===== src/rtl/alu_pkg.sv =====
// rtl/alu_pkg.sv - shared ALU opcodes, load-enable indices and sequencer states
package alu_pkg;

    localparam int OP_W = 6;

    localparam logic [OP_W-1:0] ADD_OP = 6'h20;
    localparam logic [OP_W-1:0] SUB_OP = 6'h22;
    localparam logic [OP_W-1:0] AND_OP = 6'h24;
    localparam logic [OP_W-1:0] OR_OP  = 6'h25;
    localparam logic [OP_W-1:0] XOR_OP = 6'h26;
    localparam logic [OP_W-1:0] NOR_OP = 6'h27;
    localparam logic [OP_W-1:0] SRA_OP = 6'h03;
    localparam logic [OP_W-1:0] SRL_OP = 6'h02;

    localparam int EN_A  = 0;
    localparam int EN_B  = 1;
    localparam int EN_OP = 2;

    typedef enum logic [3:0] {
        GET_A,
        GET_B,
        GET_OP,
        LOAD_OP,
        WAIT_RES,
        SEND_RES,
        WAIT_TX_RES,
        SEND_CARRY,
        WAIT_TX_CARRY
    } state_t;

    function automatic logic is_valid_op(input logic [OP_W-1:0] op);
        case (op)
            ADD_OP, SUB_OP, AND_OP, OR_OP,
            XOR_OP, NOR_OP, SRA_OP, SRL_OP: return 1'b1;
            default:                        return 1'b0;
        endcase
    endfunction

endpackage


===== src/rtl/alu_interface.sv =====
// rtl/alu_interface.sv - sequences UART bytes into the ALU and returns result and carry
module alu_interface
    import alu_pkg::*;
#(
    parameter int DATA_BUS     = 8,
    parameter int OP_BUS       = 6,
    parameter int DONE_TIMEOUT = 16
) (
    input  logic                clk,
    input  logic                rst_n,
    input  logic [DATA_BUS-1:0] rx_data,
    input  logic                rx_done,
    input  logic [DATA_BUS-1:0] result_bus,
    input  logic                carry,
    input  logic                calc_done,
    input  logic                tx_done,
    output logic [DATA_BUS-1:0] entry_bus,
    output logic [2:0]          enables,
    output logic [DATA_BUS-1:0] tx_data,
    output logic                tx_start,
    output logic                busy,
    output logic                err_opcode
);

    localparam int TMR_W = $clog2(DONE_TIMEOUT + 1);

    state_t              state, state_d;
    logic                load_second, load_second_d;
    logic [TMR_W-1:0]    timer, timer_d;
    logic [DATA_BUS-1:0] result_q, result_d;
    logic                carry_q, carry_d;
    logic [DATA_BUS-1:0] entry_bus_d, tx_data_d;
    logic [2:0]          enables_d;
    logic                tx_start_d, busy_d, err_d;
    logic                op_ok, timed_out;

    assign op_ok     = (rx_data[DATA_BUS-1:OP_BUS] == '0) && is_valid_op(rx_data[OP_BUS-1:0]);
    assign timed_out = (timer == TMR_W'(DONE_TIMEOUT));

    always_ff @(posedge clk or negedge rst_n) begin
        if (!rst_n) begin
            state       <= GET_A;
            load_second <= 1'b0;
            timer       <= '0;
            result_q    <= '0;
            carry_q     <= 1'b0;
            entry_bus   <= '0;
            enables     <= '0;
            tx_data     <= '0;
            tx_start    <= 1'b0;
            busy        <= 1'b0;
            err_opcode  <= 1'b0;
        end else begin
            state       <= state_d;
            load_second <= load_second_d;
            timer       <= timer_d;
            result_q    <= result_d;
            carry_q     <= carry_d;
            entry_bus   <= entry_bus_d;
            enables     <= enables_d;
            tx_data     <= tx_data_d;
            tx_start    <= tx_start_d;
            busy        <= busy_d;
            err_opcode  <= err_d;
        end
    end

    always_comb begin
        state_d       = state;
        load_second_d = load_second;
        timer_d       = timer;
        result_d      = result_q;
        carry_d       = carry_q;
        entry_bus_d   = entry_bus;
        tx_data_d     = tx_data;
        enables_d     = '0;
        tx_start_d    = 1'b0;
        err_d         = err_opcode;
        case (state)
            GET_A: if (rx_done) begin
                entry_bus_d      = rx_data;
                enables_d[EN_A]  = 1'b1;
                err_d            = 1'b0;
                state_d          = GET_B;
            end
            GET_B: if (rx_done) begin
                entry_bus_d      = rx_data;
                enables_d[EN_B]  = 1'b1;
                state_d          = GET_OP;
            end
            GET_OP: if (rx_done) begin
                if (op_ok) begin
                    entry_bus_d      = rx_data;
                    enables_d[EN_OP] = 1'b1;
                    load_second_d    = 1'b0;
                    state_d          = LOAD_OP;
                end else begin
                    err_d   = 1'b1;
                    state_d = GET_A;
                end
            end
            // The ALU acts on its previously latched opcode, so strobe it twice.
            LOAD_OP: begin
                if (!load_second) begin
                    enables_d[EN_OP] = 1'b1;
                    load_second_d    = 1'b1;
                end else begin
                    timer_d = '0;
                    state_d = WAIT_RES;
                end
            end
            // An unchanged result produces no calc_done, hence the timeout capture.
            WAIT_RES: begin
                if (calc_done || timed_out) begin
                    result_d   = result_bus;
                    carry_d    = carry;
                    tx_data_d  = result_bus;
                    tx_start_d = 1'b1;
                    state_d    = SEND_RES;
                end else begin
                    timer_d = timer + 1'b1;
                end
            end
            SEND_RES: begin
                tx_data_d = result_q;
                state_d   = WAIT_TX_RES;
            end
            WAIT_TX_RES: if (tx_done) begin
                tx_data_d  = {{DATA_BUS-1{1'b0}}, carry_q};
                tx_start_d = 1'b1;
                state_d    = SEND_CARRY;
            end
            SEND_CARRY: state_d = WAIT_TX_CARRY;
            WAIT_TX_CARRY: if (tx_done) state_d = GET_A;
            default: state_d = GET_A;
        endcase
        busy_d = (state_d != GET_A);
    end

endmodule


===== config.mk =====
export PLATFORM = sky130hd
export DESIGN_NAME = alu_interface
export DESIGN_NICKNAME = d
export VERILOG_FILES = /design/src/rtl/alu_pkg.sv /design/src/rtl/alu_interface.sv
export SDC_FILE = /design/constraint.sdc
export NUM_CORES = 1
export LEC_CHECK = 0
export BUFFER_PORTS_ARGS = -buffer_cell sky130_fd_sc_hd__buf_2
export CELL_PAD_IN_SITES_DETAIL_PLACEMENT = 0
export CELL_PAD_IN_SITES_GLOBAL_PLACEMENT = 1
export CORE_ASPECT_RATIO = 0.8
export CORE_MARGIN = 3
export CORE_UTILIZATION = 40
export DETAILED_ROUTE_END_ITERATION = 10
export PLACE_DENSITY = 0.8
export SETUP_SLACK_MARGIN = 0.4
export SYNTH_ARGS = -nofsm -noshare
export SYNTH_HDL_FRONTEND = slang
export SYNTH_SLANG_ARGS = --single-unit

===== constraint.sdc =====
create_clock -name clk -period 2.19 [get_ports clk]
set_input_delay 0.657 -clock clk [delete_from_list [all_inputs] [get_ports clk]]
set_output_delay 0.657 -clock clk [all_outputs]
set_load 0.01 [all_outputs]

# [Yosys cells after proc, flatten, opt, wreduce, memory -nomap -nowiden]
# Index checks and enable logic that the tools add are counted.
[word_totals] register_bits=41 inputBits=22 word_cells=93 n_memories=0 out_inout_bits=22 mem_bits_ro=0 latch_bits=0 ramBits=0
[op_classes] add_sub_neg=1 n_bitwise=0 div_mod_pow=0 n_lt_le_gt_ge=0 multipliers=0 n_mux=37 eq_ne=26 n_reduce_logical=18 n_shift=0
[op_table] op="two-way mux 8 bit" count=5
[op_table] op="equality test 6 bit, second input constant" count=6
[op_table] op="one-hot mux 4 bit (9 select lines)" count=1
[op_table] op="two-way mux 4 bit" count=7
[op_table] op="one-hot mux 8 bit (3 select lines)" count=1
[op_table] op="equality test 4 x 3 -> 1 bit, second input constant" count=4
[op_table] op="!= test 2 bit, second input constant" count=8
[op_table] op="one-hot mux 8 bit (2 select lines)" count=1
[op_table] op="two-way mux 1 bit" count=14
[op_table] op="equality test 6 x 2 -> 1 bit, second input constant" count=2
[op_table] op="two-way mux 5 bit" count=2
[op_table] op="one-hot mux 5 bit (2 select lines)" count=1
[op_table] op="AND reduction 3 bit" count=3
[op_table] op="equality test 4 x 2 -> 1 bit, second input constant" count=2
[op_table] op="one-hot mux 1 bit (2 select lines)" count=4
[op_table] op="AND reduction 4 bit" count=2
[op_table] op="nonzero test 2 bit" count=4
[op_table] op="OR reduction 8 bit" count=1
[op_table] op="adder 5 x 1 -> 5 bit, second input constant" count=1
[op_table] op="equality test 5 bit, second input constant" count=1
[op_table] op="equality test 4 x 1 -> 1 bit, second input constant" count=1
[op_table] op="equality test 4 bit, second input constant" count=1
[op_table] op="logical NOT 4 bit" count=1
[op_table] op="nonzero test 4 bit" count=1
[op_table] op="other kinds (8)" count=8

# [Depth between registers and ports, before layout]
[depth] word_depth=8 depth_mapped=6 mapped_depth_nobuf=6

# [Worst setup path after synthesis]
# OpenSTA, ideal clock, no wires.
[synth_path] path_type="input port to flip-flop" start="in rx_data[7]" end="reg entry_bus[1]" setup_slack_ns=0.270 cell_stages=5 required_ns=2.065 t_arrival_ns=1.795 path_cell_list="nor4_1 > o211a_1 > a32o_1 > buf_2 > mux2_2"
[synth_between] elab_chain_cells=4
[synth_lines] item="from (decl)" line="alu_interface.sv:11" rtl="input logic [DATA_BUS-1:0] rx_data,"
[synth_lines] item="logical NOT 2 bit" line="alu_interface.sv:37" rtl="assign op_ok = (rx_data[DATA_BUS-1:OP_BUS] == '0) && is_valid_op(rx_data[OP_BUS-1:0]);"
[synth_lines] item="logical AND 1 bit" line="alu_interface.sv:37"
[synth_lines] item="!= test 2 bit (no line)"
[synth_lines] item="AND reduction 4 bit (no line)"
[synth_lines] item="to (signal assigned)" line="alu_interface.sv:59" rtl="entry_bus <= entry_bus_d;"
[synth_lines] item="to (decl)" line="alu_interface.sv:17" rtl="output logic [DATA_BUS-1:0] entry_bus,"
# No other way between the ends.
# A chain may end at the register's enable or synchronous reset.

# [Worst setup path after layout]
[layout_path] start="reg timer[0]" end="reg tx_data[1]"
[layout_between] elab_chain_cells=4
[layout_lines] item="from (decl)" line="alu_interface.sv:29" rtl="logic [TMR_W-1:0] timer, timer_d;"
[layout_lines] item="from (signal assigned)" line="alu_interface.sv:56" rtl="timer <= timer_d;"
[layout_lines] item="equality test 5 bit" line="alu_interface.sv:38" rtl="assign timed_out = (timer == TMR_W'(DONE_TIMEOUT));"
[layout_lines] item="logical OR 1 bit" line="alu_interface.sv:114" rtl="if (calc_done || timed_out) begin"
[layout_lines] item="!= test 2 bit (no line)"
[layout_lines] item="AND reduction 3 bit (no line)"
[layout_lines] item="to (signal assigned)" line="alu_interface.sv:61" rtl="tx_data <= tx_data_d;"
[layout_lines] item="to (decl)" line="alu_interface.sv:19" rtl="output logic [DATA_BUS-1:0] tx_data,"
# No other way between the ends.

==> flow_summary.json <==
{
  "status": "finished clean",
  "worstMarginPinSlew_ps": 472,
  "r2r-start": "timer[0]",
  "syn2layout_area_growth_pct": 26.5,
  "multiInputGateArea_sq_um": 1010,
  "cp_data_required_time_ps": 2360,
  "arrival_ps": 2030,
  "r2r-end": "tx_data[1]",
  "ctsHoldBuffers": 0,
  "grt_max_degree": 24,
  "synth_cells": 165,
  "root_buffer": "clkbuf_8",
  "syn-num-nets": 189,
  "cts_htree_levels": 2,
  "hpwlAfterDp_um": 2940,
  "rsz0062_at_grt": "yes",
  "gp_congestion": 0.751,
  "die_area_sq_um": 5910,
  "start_kind": "flip-flop",
  "die_h_um": 69.4,
  "cts_tree": "built",
  "synth_area_leaders": "dfrtp_1, mux2_2, mux2_1, a22o_1, nor2_1",
  "hold-worst-slack_ps": 322,
  "synth_top_area_share_pct": 51.1,
  "fmax_ghz": 0.538,
  "synth.largest_area_cell": "dfrtp_1",
  "synth.yosys.warnings": 0,
  "num-fill-cells": 434,
  "synth.most_common_cell": "dfrtp_1",
  "drt_wl_total_um": 3930,
  "reg2reg_slack_ps": 330,
  "clk_latency_ps": 280,
  "track_usage_pct": 13.8,
  "drv_cap": 0,
  "syn-mean-instance-area_sq_um": 12.2,
  "powerDensity_nw_per_um2": 1350,
  "critPathKind": "reg2reg",
  "setup_tns_ps": 0,
  "antenna_found_initial": 0,
  "drv_slew": 0,
  "globalRouteOverflowTotal": 0,
  "core-area_sq_um": 4710,
  "min_path_type": "in2async",
  "via_per_inst": 5.15,
  "synth_area_sq_um": 2010,
  "num_rows": 22,
  "drive_gt1_share_pct": 46.6,
  "first_iter_violations": 73,
  "cp_num_buf_inv": 1,
  "cp-end-kind": "flip-flop",
  "cp_top_family": "simple AND/OR/NAND/NOR gates",
  "cp_num_cells": 6,
  "reg2regPathDepth": 6,
  "vias": 1446,
  "firstDrtPassIters": 4,
  "p_leak_nw": 1.22,
  "synthTopCellsByCount": "dfrtp_1, mux2_2, nor2_1",
  "cts.sinks": 41,
  "crit_chain": "inv_1 > ha_2 > and4bb_2 > or4_4 > o2111ai_4 > mux2_4",
  "initial_core_util_pct": 42.7,
  "synth.ff_latch_count": 41,
  "synth_edf_count": 0,
  "synth.distinct_cells": 47,
  "drcViolationCount": 0,
  "ant_nets": 0,
  "seq_area_frac_synth_pct": 51.1,
  "worst-path-max-fanout": 8,
  "cpPeakStageDelay_ps": 430,
  "first_global_vias": 1360,
  "num_io_pins": 44,
  "fin_crit_sh_pct": 84.8,
  "layout_min_cycle_time_ps": 1860,
  "nNetsFinal": 245,
  "clk_path_buf_depth": 2,
  "routedWlPerCell_um": 14.0,
  "numCtsBuffers": 5,
  "setup_viol": 0,
  "relSlewSlack_pct": 68.4,
  "async_flop_share_pct": 100,
  "final-hold-violation-count": 0,
  "synth_flop_cell": "dfrtp_1",
  "register_area_sq_um": 1030,
  "final_cells": 281,
  "ir_worst_vdd_v": 0.000626,
  "antenna_cells": 0,
  "slowest_stage": "or4_4",
  "grt_pass1_wl_um": 6560,
  "skew_ps": 6.45,
  "die_width_um": 85.2,
  "dp.cells": 267,
  "cts.clk_slew.worst_paths_ps": 80,
  "portBuffers": 43
}
cells by family after synthesis:
group	count (synthesis)	synth area share, %
and+or+nand+nor	52	16.6
DFF	41	51.1
muxes	29	16.0
AOI/OAI and AO/OA	24	10.5
buffers and inverters	14	3.30
xor gates and xnor gates	3	1.31
adders and majority gates	2	1.25
per-layer routing:
layer | GRT usage [%] | share of wire [%] | vias to the layer above
li1 | - | - | 710
met4 | 3.69 | 0.66 | 0
met2 | 19.2 | 43 | 36
met5 | 0 | 0 | -
met3 | 4.04 | 5.2 | 4
met1 | 20.7 | 51 | 696
cells in the final DEF, fill, tap and decap left out, types with 3 or more instances in the layout:
master     n
buf_2     44
a22o_1     7
xnor2_1    3
inv_1      8
nand2_1   10
nand2b_1   4
mux2_4    14
buf_4      8
mux2i_1    4
clkbuf_8   6
dfrtp_1   39
nor2b_1    3
mux2_2    11
nor2_1    13
nand3_1    3
what timing repair did:
action,CTS,global route
resized for setup,2,4
cloned,0,1
buffers inserted,4,2
endpoints found under the setup margin,19,19
state kept, by name (all words and copies together) (netlist names):
signal and count:
busy 1, tx_data 8, load_second 1, timer 5, enables 3, tx_start 1, carry_q 1, result_q 8
entry_bus 8, state 4, err_opcode 1
where the power goes:
part           internal [mW]  switching, mW  total, mW  leakage (nW)
registers               1.10          0.235       1.34         0.497
clock network          0.249          0.238      0.487        0.0433
logic                  0.873          0.720       1.59         0.677
total                   2.23           1.19       3.42          1.22
worst max-delay path by stage:
stage / from / end
after floorplan: timer[0] / tx_data[1]
after CTS: timer[0] / tx_data[1]
after global routing: timer[0] / tx_data[7]
final: timer[0] / tx_data[1]
after global placement: rx_data[4] / entry_bus[3]
after detailed placement: rx_data[4] / entry_bus[4]
layout make-up:
cell class              count  share of cell area, %
repair buffers             54                   12.3
clock buffers               6                   3.25
well taps                  60                   2.95
flip-flops and latches     41                   40.5
inverters                   8                   1.18
clock inverters             1                  0.295
multi-input cells         111                   39.6
through the flow:
stage | cell area (sq um) | power [mW] | utilization, % | worst slack, ps
after floorplan | 2080 | 2.43 | - | 341
after global placement | 2380 | 2.83 | 50.6 | 207
after detailed placement | 2380 | 2.86 | 50.6 | 164
after CTS | 2500 | 3.40 | 53.2 | 339
after global routing | 2540 | 3.67 | 54.0 | 261
final | 2540 | 3.42 | 54.0 | 333
Note: power is estimated with default switching activity, not from simulation.
